**src/rtl/pipe_adder_pkg.sv**
```systemverilog
// Shared opcodes and sizing helpers for the pipelined add/sub unit.
// The slice helpers keep the width split consistent across files.
package pipe_adder_pkg;

  localparam logic OP_ADD = 1'b0;
  localparam logic OP_SUB = 1'b1;

  function automatic int slice_w(input int w, input int s);
    return w / s;
  endfunction

  function automatic bit slice_ok(input int w, input int s);
    return (s >= 1) && (w % s == 0);
  endfunction

endpackage

```
**src/rtl/pipe_adder_slice.sv**
```systemverilog
// Combinational ripple of full-adder cells for one operand slice.
// ct is the carry into the top bit, used for signed overflow.
module add_slice #(
  parameter int W = 4
) (
  input  logic [W-1:0] a,
  input  logic [W-1:0] b,
  input  logic         ci,
  output logic [W-1:0] s,
  output logic         co,
  output logic         ct
);

  logic [W:0] c;

  always_comb begin
    c    = '0;
    c[0] = ci;
    for (int i = 0; i < W; i++) begin
      c[i+1] = (a[i] & b[i]) | (c[i] & (a[i] ^ b[i]));
    end
  end

  assign s  = a ^ b ^ c[W-1:0];
  assign co = c[W];
  assign ct = c[W-1];

endmodule

```
**src/rtl/pipe_adder.sv**
```systemverilog
// Pipelined add/sub: one SLICE-bit carry chain resolved per stage,
// operands skewed in and sum slices deskewed so results exit whole.
module pipe_adder
  import pipe_adder_pkg::*;
#(
  parameter int WIDTH  = 16,
  parameter int STAGES = 4
) (
  input  logic             clk,
  input  logic             rst,
  input  logic             in_valid,
  output logic             in_ready,
  input  logic [WIDTH-1:0] in_a,
  input  logic [WIDTH-1:0] in_b,
  input  logic             in_sub,
  input  logic             in_cin,
  output logic             out_valid,
  input  logic             out_ready,
  output logic [WIDTH-1:0] out_sum,
  output logic             out_cout,
  output logic             out_ovf
);

  localparam int SLICE = slice_w(WIDTH, STAGES);

  if (!slice_ok(WIDTH, STAGES)) begin : g_chk
    $error("pipe_adder: WIDTH must be a multiple of STAGES");
  end

  logic             adv;
  logic [WIDTH-1:0] bx;
  logic             cx;

  logic             v  [STAGES];
  logic             c  [STAGES];
  logic             o  [STAGES];
  logic [WIDTH-1:0] s  [STAGES];
  logic [WIDTH-1:0] ra [STAGES];
  logic [WIDTH-1:0] rb [STAGES];

  assign adv      = !out_valid || out_ready;
  assign in_ready = adv;
  assign bx       = (in_sub == OP_SUB) ? ~in_b : in_b;
  assign cx       = (in_sub == OP_SUB) ? 1'b1 : in_cin;

  for (genvar k = 0; k < STAGES; k++) begin : g_st
    logic [WIDTH-1:0] pa;
    logic [WIDTH-1:0] pb;
    logic [WIDTH-1:0] ps;
    logic [WIDTH-1:0] ns;
    logic             pc;
    logic             pv;
    logic [SLICE-1:0] ys;
    logic             yc;
    logic             yt;

    if (k == 0) begin : g_head
      assign pa = in_a;
      assign pb = bx;
      assign pc = cx;
      assign pv = in_valid;
      assign ps = '0;
    end else begin : g_body
      assign pa = ra[k-1];
      assign pb = rb[k-1];
      assign pc = c[k-1];
      assign pv = v[k-1];
      assign ps = s[k-1];
    end

    add_slice #(.W(SLICE)) u_slice (
      .a  (pa[SLICE-1:0]),
      .b  (pb[SLICE-1:0]),
      .ci (pc),
      .s  (ys),
      .co (yc),
      .ct (yt)
    );

    // New slice enters at the top; earlier slices shift toward the LSB.
    assign ns = (ps >> SLICE)
              | (WIDTH'(ys) << (WIDTH - SLICE));

    always_ff @(posedge clk) begin
      if (rst) begin
        v[k]  <= 1'b0;
        c[k]  <= 1'b0;
        o[k]  <= 1'b0;
        s[k]  <= '0;
        ra[k] <= '0;
        rb[k] <= '0;
      end else if (adv) begin
        v[k] <= pv;
        if (pv) begin
          c[k]  <= yc;
          o[k]  <= yc ^ yt;
          s[k]  <= ns;
          ra[k] <= pa >> SLICE;
          rb[k] <= pb >> SLICE;
        end
      end
    end
  end

  assign out_valid = v[STAGES-1];
  assign out_sum   = s[STAGES-1];
  assign out_cout  = c[STAGES-1];
  assign out_ovf   = o[STAGES-1];

endmodule

```
**config.mk**
```make
export PLATFORM = sky130hd
export DESIGN_NAME = pipe_adder
export DESIGN_NICKNAME = d
export VERILOG_FILES = /design/src/rtl/pipe_adder_pkg.sv /design/src/rtl/pipe_adder_slice.sv /design/src/rtl/pipe_adder.sv
export SDC_FILE = /design/constraint.sdc
export NUM_CORES = 1
export LEC_CHECK = 0
export CAP_MARGIN = 25
export CORE_MARGIN = 2
export CORE_UTILIZATION = 54
export CTS_CLUSTER_DIAMETER = 120
export DETAILED_ROUTE_END_ITERATION = 12
export PLACE_DENSITY = 0.8
export RECOVER_POWER = 100
export SLEW_MARGIN = 20
export SYNTH_ARGS = -nofsm -noshare
export SYNTH_HDL_FRONTEND = slang
export SYNTH_SLANG_ARGS = --single-unit
```
**constraint.sdc**
```tcl
create_clock -name clk -period 3.56 [get_ports clk]
set_clock_uncertainty 0.1 [all_clocks]
set_input_delay 0.712 -clock clk [delete_from_list [all_inputs] [get_ports clk]]
set_output_delay 0.712 -clock clk [all_outputs]
set_load 0.05 [all_outputs]
```
# After elaboration in Yosys (flattened, before gate mapping)

Memory sizes are Yosys's and may differ from the RTL's.
Index checks and enable logic that the tools add are counted.

Bits in registers: 0
Bits in latches: 0
Memory bits (writable): 172
Bits in read-only memories: 0
Bits of input ports: 38
Output and inout port bits: 20
Word-level logic and storage cells: 159
Memories: 6

Add/subtract/negate cells: 0
Multipliers: 0
Divide/modulo/power cells: 0
Magnitude comparators: 0
Eq/ne operators: 0
Shift-type cells: 0
Mux-type cells: 47
Bitwise logic cells: 104
Reductions and logical operators: 2

Memories:

| memory | words | width | read ports | clocked after memory_dff | write ports | line             | source |
|---|---|---|---|---|---|---|---|
| s      | 4     | 16    | 4          | 0                        | 4           | pipe_adder.sv:37 | `logic [WIDTH-1:0] s [STAGES];` |
| ra     | 4     | 12    | 3          | 0                        | 4           | pipe_adder.sv:38 | `logic [WIDTH-1:0] ra [STAGES];` |
| rb     | 4     | 12    | 3          | 0                        | 4           | pipe_adder.sv:39 | `logic [WIDTH-1:0] rb [STAGES];` |
| c      | 4     | 1     | 4          | 0                        | 4           | pipe_adder.sv:35 | `logic c [STAGES];` |
| o      | 4     | 1     | 1          | 0                        | 4           | pipe_adder.sv:36 | `logic o [STAGES];` |
| v      | 4     | 1     | 4          | 0                        | 4           | pipe_adder.sv:34 | `logic v [STAGES];` |

Operators by type and width:

| kind                         | count |
|---|---|
| 2-to-1 mux 12 bit            | 8 |
| 2-to-1 mux 16 bit            | 5 |
| bitwise OR 12 x 16 -> 16 bit | 3 |
| bitwise OR 1 bit             | 40 |
| 2-to-1 mux 1 bit             | 34 |
| AND 1 bit                    | 32 |
| XOR 4 bit                    | 8 |
| XOR 1 bit                    | 20 |
| NOT 16 bit                   | 1 |
| zero test 1 bit              | 1 |
| logical OR 1 bit             | 1 |

# Longest topological paths before layout

Gate-level depths: netlist of run 1.

Word-level depth: 13
Mapped depth: 10
Depth with buffers taken out: 8

# Hierarchy

From an unflattened synthesis of run 1, not the netlist that was laid out.

Cell total of the unflattened synthesis: 303
Area, all modules: 4667.0 sq um

By module, submodules not included:

| module     | instances | cells an instance | area an instance (sq um) | sequential area each (sq um) |
|---|---|---|---|---|
| pipe_adder | 1         | 247               | 4196.5                   | 2912.8 |
| add_slice  | 4         | 14                | 117.6                    | 0.0 |

# Worst setup path after synthesis of run 1

Ideal clock, no wire load.

Kind: input-to-reg
Start point: in in_sub
End point: mem s[0][15], data pin
Library setup time: 0.259 ns
Data arrival time: 2.678 ns
Required time: 3.201 ns
Path slack: 0.523 ns
Cell stages on the path: 10
Buffers on the path: 2
Cells stage by stage: buf_4 > buf_6 > xnor2_1 > fa_1 > inv_1 > fa_1 > inv_1 > fa_1 > fa_1 > nor3_1

RTL lines:

| item               | line             | source |
|---|---|---|
| start: declaration | pipe_adder.sv:15 | `input logic in_sub,` |
| end: declaration   | pipe_adder.sv:37 |  |

==> flow_summary.json, run 1 <==
{
  "io_buffer_count": 57,
  "startpoint_type": "input port",
  "numCtsBuffers": 9,
  "r2r_setup_slack_ns": 0.87,
  "reg2reg_depth": 6,
  "clockBufferDepth": 2,
  "antenna_left": 0,
  "rows": 33,
  "start_util_pct": 55.5,
  "p_leak_nw": 1.80,
  "final_layout_size_suffix_gt1_share_pct": 6.80,
  "whs_path_depth": 1,
  "fill_cells": 628,
  "htreeDepth": 3,
  "pin_count": 58,
  "netlist_instances": 284,
  "cts.sinks": 97,
  "setup_violations": 0,
  "cp-end-kind": "flip-flop",
  "crit_type": "input port to flip-flop",
  "crit_slowest_cell": "dlygate4sd3_1",
  "crit_top_cell": "fa_1",
  "rsz0062_at_grt": "no",
  "avgSynthCellArea_sq_um": 16.0,
  "post-route-min-period_ns": 3.09,
  "die_h_um": 95.9,
  "hold_viol_final": 0,
  "clk_pin_slew_ns": 0.08,
  "rr_startpoint": "ra[1][0]",
  "finalCritPeriodShare_pct": 86.8,
  "maxSlewHeadroom_pct": 3.14,
  "drc": 0,
  "p_per_area_mw_per_mm2": 446,
  "cp.arrival_ns": 3.08,
  "drv_slew": 0,
  "syn_nets": 338,
  "max_stage_delay_ns": 0.60,
  "die_area_sq_mm": 0.00919,
  "areaGrowthSynthToFinish_pct": 13.0,
  "grt_max_degree": 99,
  "worstReg2RegEnd": "s[3][15]",
  "nNetsFinal": 387,
  "hold_buffers": 0,
  "path_max_fanout": 3,
  "min_path_type": "flip-flop to flip-flop",
  "grt_pass1_wl_um": 10100,
  "first_iter_violations": 72,
  "antenna_cells": 0,
  "drt-total-wl_um": 5850,
  "min_from": "s[2][5]",
  "gp_congestion": 0.696,
  "worst_slew_pin_slew_ns": 1.45,
  "synth-seq-area-share_pct": 63.9,
  "critPathRequiredTime_ns": 3.55,
  "die_w_um": 95.9,
  "vias": 2238,
  "synthDistinctLibCells": 18,
  "post_cts_buffers": 0,
  "yosysWarningCount": 0,
  "via_per_inst": 5.05,
  "grt_pass1_vias": 2136,
  "grt_util_all_layers_pct": 14.7,
  "cts_resized": 0,
  "clk_latency_ns": 0.35,
  "crit_family": "adder cells",
  "fmax_ghz": 0.324,
  "clockRootBuffer": "clkbuf_8",
  "core_sq_mm": 0.00822,
  "place_hpwl_um": 3890,
  "hold_end": "s[3][1]",
  "path_cells": "dlygate4sd3_1, xnor2_1, fa_1, inv_1, fa_1, inv_1, fa_1, fa_1, nor3_1",
  "grt_overflow": 0,
  "setup_tns_ns": 0,
  "instances_no_fill": 443,
  "final_common_cell": "edfxtp_1",
  "first_pass_iters": 4,
  "maxCapViolCount": 0,
  "ys_ff_latch": 97,
  "ir_worst_vdd_uv": 173,
  "cts_tree": "yes",
  "status": "completed",
  "antenna_found_initial": 0,
  "final_cell_mix": "edfxtp_1 (97), nor3b_1 (67), clkdlybuf4s50_1 (35)",
  "dp.cells": 427,
  "syn_area_sq_mm": 0.00456,
  "path_buf_inv": 3,
  "wl_per_cell_um": 13.2
}
==> worst reg2reg max path, stage by stage (launching register included) <==
cell and delay (ns):
edfxtp_1 0.42, fa_1 0.48, fa_1 0.41, fa_1 0.43, inv_1 0.09, fa_1 0.40
nor3_1 0.20
==> registers in the layout (all words and copies together), names as in the netlist <==
register	cells
rb	24
o	1
s	40
ra	24
v	4
c	4
==> metal layers <==
| layer | track usage (%) | wire (um) | vias to the layer above |
|---|---|---|---|
| met5 | 0 | 0 | - |
| met4 | 8.21 | 153 | 0 |
| met3 | 2.66 | 273 | 13 |
| li1 | - | - | 1104 |
| met1 | 19.4 | 2610 | 1045 |
| met2 | 23.1 | 2810 | 76 |
==> synth_stat cells, drive strengths merged <==
| master | count | area (sq um) |
|---|---|---|
| a21o | 4 | 30.0 |
| buf | 24 | 188 |
| edfxtp | 97 | 2910 |
| fa | 16 | 320 |
| inv | 22 | 82.6 |
| nand2b | 5 | 53.8 |
| nor2 | 5 | 18.8 |
| nor2b | 1 | 6.26 |
| nor3 | 25 | 165 |
| nor3b | 68 | 631 |
| xnor2 | 15 | 131 |
| xor2 | 2 | 17.5 |
==> area by class of cell <==
| type | count | area [sq um] | area share (%) |
|---|---|---|---|
| clock buffer | 10 | 128 | 2.48 |
| clock inverter | 6 | 66.3 | 1.29 |
| inverter | 22 | 82.6 | 1.60 |
| multi-input combinational | 141 | 1220 | 23.8 |
| sequential | 97 | 2910 | 56.5 |
| tap | 105 | 131 | 2.55 |
| timing repair buffer | 62 | 607 | 11.8 |
==> power breakdown <==
part           switching (mW)  internal (mW)
clock                   0.351          0.326
combinational           0.142          0.117
sequential             0.0221           1.34
total                   0.515           1.78
==> metrics by stage <==
step	instance area (sq um)	setup WS [ns]	power, mW	utilization (%)	hold slack [ns]
finish	5150	0.471	2.30	62.7	0.512
global route	5150	0.382	2.40	62.7	0.555
CTS	5320	0.582	2.33	64.7	0.481
detailed placement	5130	0.197	1.67	62.4	0.450
global placement	5130	0.253	1.66	62.4	0.452
floorplan	4560	0.523	1.58	-	0.437
==> worst max path at each step <==
stage               cells after the start        to  slack, ns    from
finish                                  9  s[0][15]       0.47  in_sub
global route                            9      c[0]       0.38  in_sub
CTS                                     9  s[0][15]       0.58  in_sub
detailed placement                      9  s[0][15]       0.20  in_sub
global placement                        9  s[0][15]       0.25  in_sub
floorplan                              10  s[0][15]       0.52  in_sub
==> cells by family (layout without fill, tap and decap cells) <==
group                      after synthesis  count (layout)  share of synthesized area (%)
AOI/OAI and AO/OA                        4               4                          0.659
xor gates and xnor gates                17              17                           3.27
adders and majority gates               16              16                           7.03
buffers and inverters                   46             100                           5.93
DFF                                     97              97                           63.9
and+or+nand+nor                        104             104                           19.2
(Power assumes the default switching activity.)
==> run 2: changes to the inputs <==
Settings changed: SETUP_SLACK_MARGIN set to 0.3.
==> results of run 2 <==
The final DEF is identical to that of run 1; final timing and power are the same.
==> run 3: changes to the inputs <==
Settings changed: CORE_UTILIZATION 54 to 45, PLACE_DENSITY 0.8 to 0.69.
==> run 3 against run 2 <==
Against the previous run:
- the run now ends with max-capacitance violations, max-slew violations left
- count of clock-buffer cells in the layout decreased by 1
- routed wire length increased by 7.2%
- combinational power increased by 2%
- via count decreased by 2.2%
- first-iteration DRC count increased by 14%
- cell count increased by 6.1%
- largest power group unchanged
==> flow_summary.json, run 3 (synthesis results as in run 1) <==
{
  "multi_input_area_sq_mm": 0.00122,
  "grt_util_all_layers_pct": 12.4,
  "grt_pass1_wl_um": 10800,
  "final_common_cell": "edfxtp_1",
  "io_buffer_count": 57,
  "clockPowerShare_pct": 28.3,
  "rsz0062_at_grt": "no",
  "reg_top3": "s (40), ra (24), rb (24)",
  "cp.arrival_ns": 3.13,
  "min_path_type": "flip-flop to flip-flop",
  "critPathRequiredTime_ns": 3.53,
  "fill_cells": 862,
  "gp_congestion": 0.683,
  "clockBufferDepth": 2,
  "max_stage_delay_ns": 0.63,
  "drc": 0,
  "maxSlewHeadroom_pct": -0.367,
  "comb_power_share_pct": 11.6,
  "hold_viol_final": 0,
  "fmax_ghz": 0.317,
  "clockRootBuffer": "clkbuf_8",
  "cts_resized": 0,
  "violations": "max-capacitance violations, max-slew violations",
  "status": "complete, but fails checks",
  "grt_overflow": 0,
  "final_cell_mix": "edfxtp_1 (97), nor3b_1 (68), clkdlybuf4s50_1 (34)",
  "htreeDepth": 3,
  "place_hpwl_um": 4020,
  "antenna_left": 0,
  "cts.sinks": 97,
  "crit_slowest_cell": "dlygate4sd3_1",
  "finalCritPeriodShare_pct": 88.8,
  "path_cells": "dlygate4sd3_1, xnor2_1, fa_1, inv_1, fa_1, inv_1, fa_1, fa_1, nor3_1",
  "final_layout_size_suffix_gt1_share_pct": 7.12,
  "antenna_found_initial": 0,
  "rows": 36,
  "setup_tns_ns": 0,
  "p_leak_nw": 1.79,
  "clk_pin_slew_ns": 0.09,
  "grt_max_degree": 99,
  "post_cts_buffers": 0,
  "die_area_sq_mm": 0.0109,
  "post-route-min-period_ns": 3.16,
  "start_util_pct": 46.4,
  "first_pass_iters": 4,
  "crit_top_cell": "fa_1",
  "final_util_pct": 52.5,
  "die_w_um": 105,
  "pin_count": 58,
  "startpoint_type": "input port",
  "core_sq_mm": 0.00982,
  "hold_buffers": 0,
  "cts_tree": "yes",
  "numCtsBuffers": 9,
  "setup_violations": 0,
  "antenna_cells": 0,
  "drv_slew": 29,
  "drt-total-wl_um": 6270,
  "p_per_area_mw_per_mm2": 439,
  "top_register": "s",
  "path_buf_inv": 3,
  "worst_slew_pin_slew_ns": 1.51,
  "cp-end-kind": "flip-flop",
  "crit_family": "adder cells",
  "finalPower_mw": 2.26,
  "path_max_fanout": 3,
  "regArea_sq_mm": 0.00291,
  "crit_type": "input port to flip-flop",
  "areaGrowthSynthToFinish_pct": 13.2,
  "via_per_inst": 4.66,
  "internal_power_mw": 1.72,
  "die_h_um": 105,
  "switching_share_pct": 24.2,
  "grt_pass1_vias": 2203,
  "switchingPower_uw": 548,
  "largest_reg_flops": 40,
  "ir_worst_vdd_uv": 248,
  "nNetsFinal": 387,
  "maxCapViolCount": 1,
  "clk_latency_ns": 0.35,
  "vias": 2188,
  "first_iter_violations": 82,
  "p_seq_share_pct": 60.0,
  "wl_per_cell_um": 13.3
}
run 3: changes by cell type in the layout (fill, tap and decap cells not counted), sizes merged:
cell | before | now
clkinvlp | 3 | 1
clkdlybuf4s50 | 35 | 34
bufinv | 1 | 0
clkinv | 1 | 2
dlygate4sd3 | 21 | 22
clkbuf | 13 | 12
inv | 23 | 25
run 3: layer usage:
metal / global-route usage (%) / part of all wire, %
met1: 17.3 / 47
met5: 0 / 0
met2: 18.9 / 46
met4: 4.86 / 1.3
met3: 3.06 / 4.9
run 3: metrics by stage:
stage | area [sq um] | std cells | setup slack (ns) | hold WS [ns]
2_1_floorplan | 4560 | 284 | 0.523 | 0.437
3_3_place_gp | 5160 | 455 | 0.196 | 0.457
4_1_cts | 5340 | 470 | 0.517 | 0.483
5_1_grt | 5160 | 470 | 0.331 | 0.547
3_5_place_dp | 5160 | 455 | 0.131 | 0.451
6_report | 5160 | 470 | 0.400 | 0.512
run 3: path summary, 6_finish.rpt:
check | from | slack [ns] | endpoint | cells after the start
worst min register to register | rb[0][11] | 0.51 | rb[0][19] | 1
worst max-delay path | in_sub | 0.40 | s[0][15] | 9
worst min-delay path | rb[0][11] | 0.51 | rb[0][19] | 1
worst max register to register | ra[1][0] | 0.94 | s[3][15] | 6
run 3: final cells by class:
type,instances,share of cell area (%)
Tap cell,133,3.23
Multi-Input combinational cell,141,23.7
Clock buffer,9,2.40
Inverter,22,1.60
Timing Repair Buffer,62,11.6
Sequential cell,97,56.5
Clock inverter,6,0.994
run 3: power groups by stage:
| stage | Sequential [mW] | Clock (mW) | Combinational (mW) |
|---|---|---|---|
| 2_1_floorplan | 1.42 | 0 | 0.153 |
| 5_1_grt | 1.37 | 0.705 | 0.292 |
| 3_3_place_gp | 1.38 | 0 | 0.277 |
| 4_1_cts | 1.36 | 0.659 | 0.286 |
| 6_report | 1.36 | 0.642 | 0.263 |
| 3_5_place_dp | 1.39 | 0 | 0.285 |
run 3: worst register-to-register path: cells and delay by family, from the launching register on:
family	cells	cell delay (ns)
adder cells (fa/ha/maj)	4	1.66
flip-flops	1	0.41
AND/OR/NAND/NOR	1	0.19
buffers and inverters	1	0.08
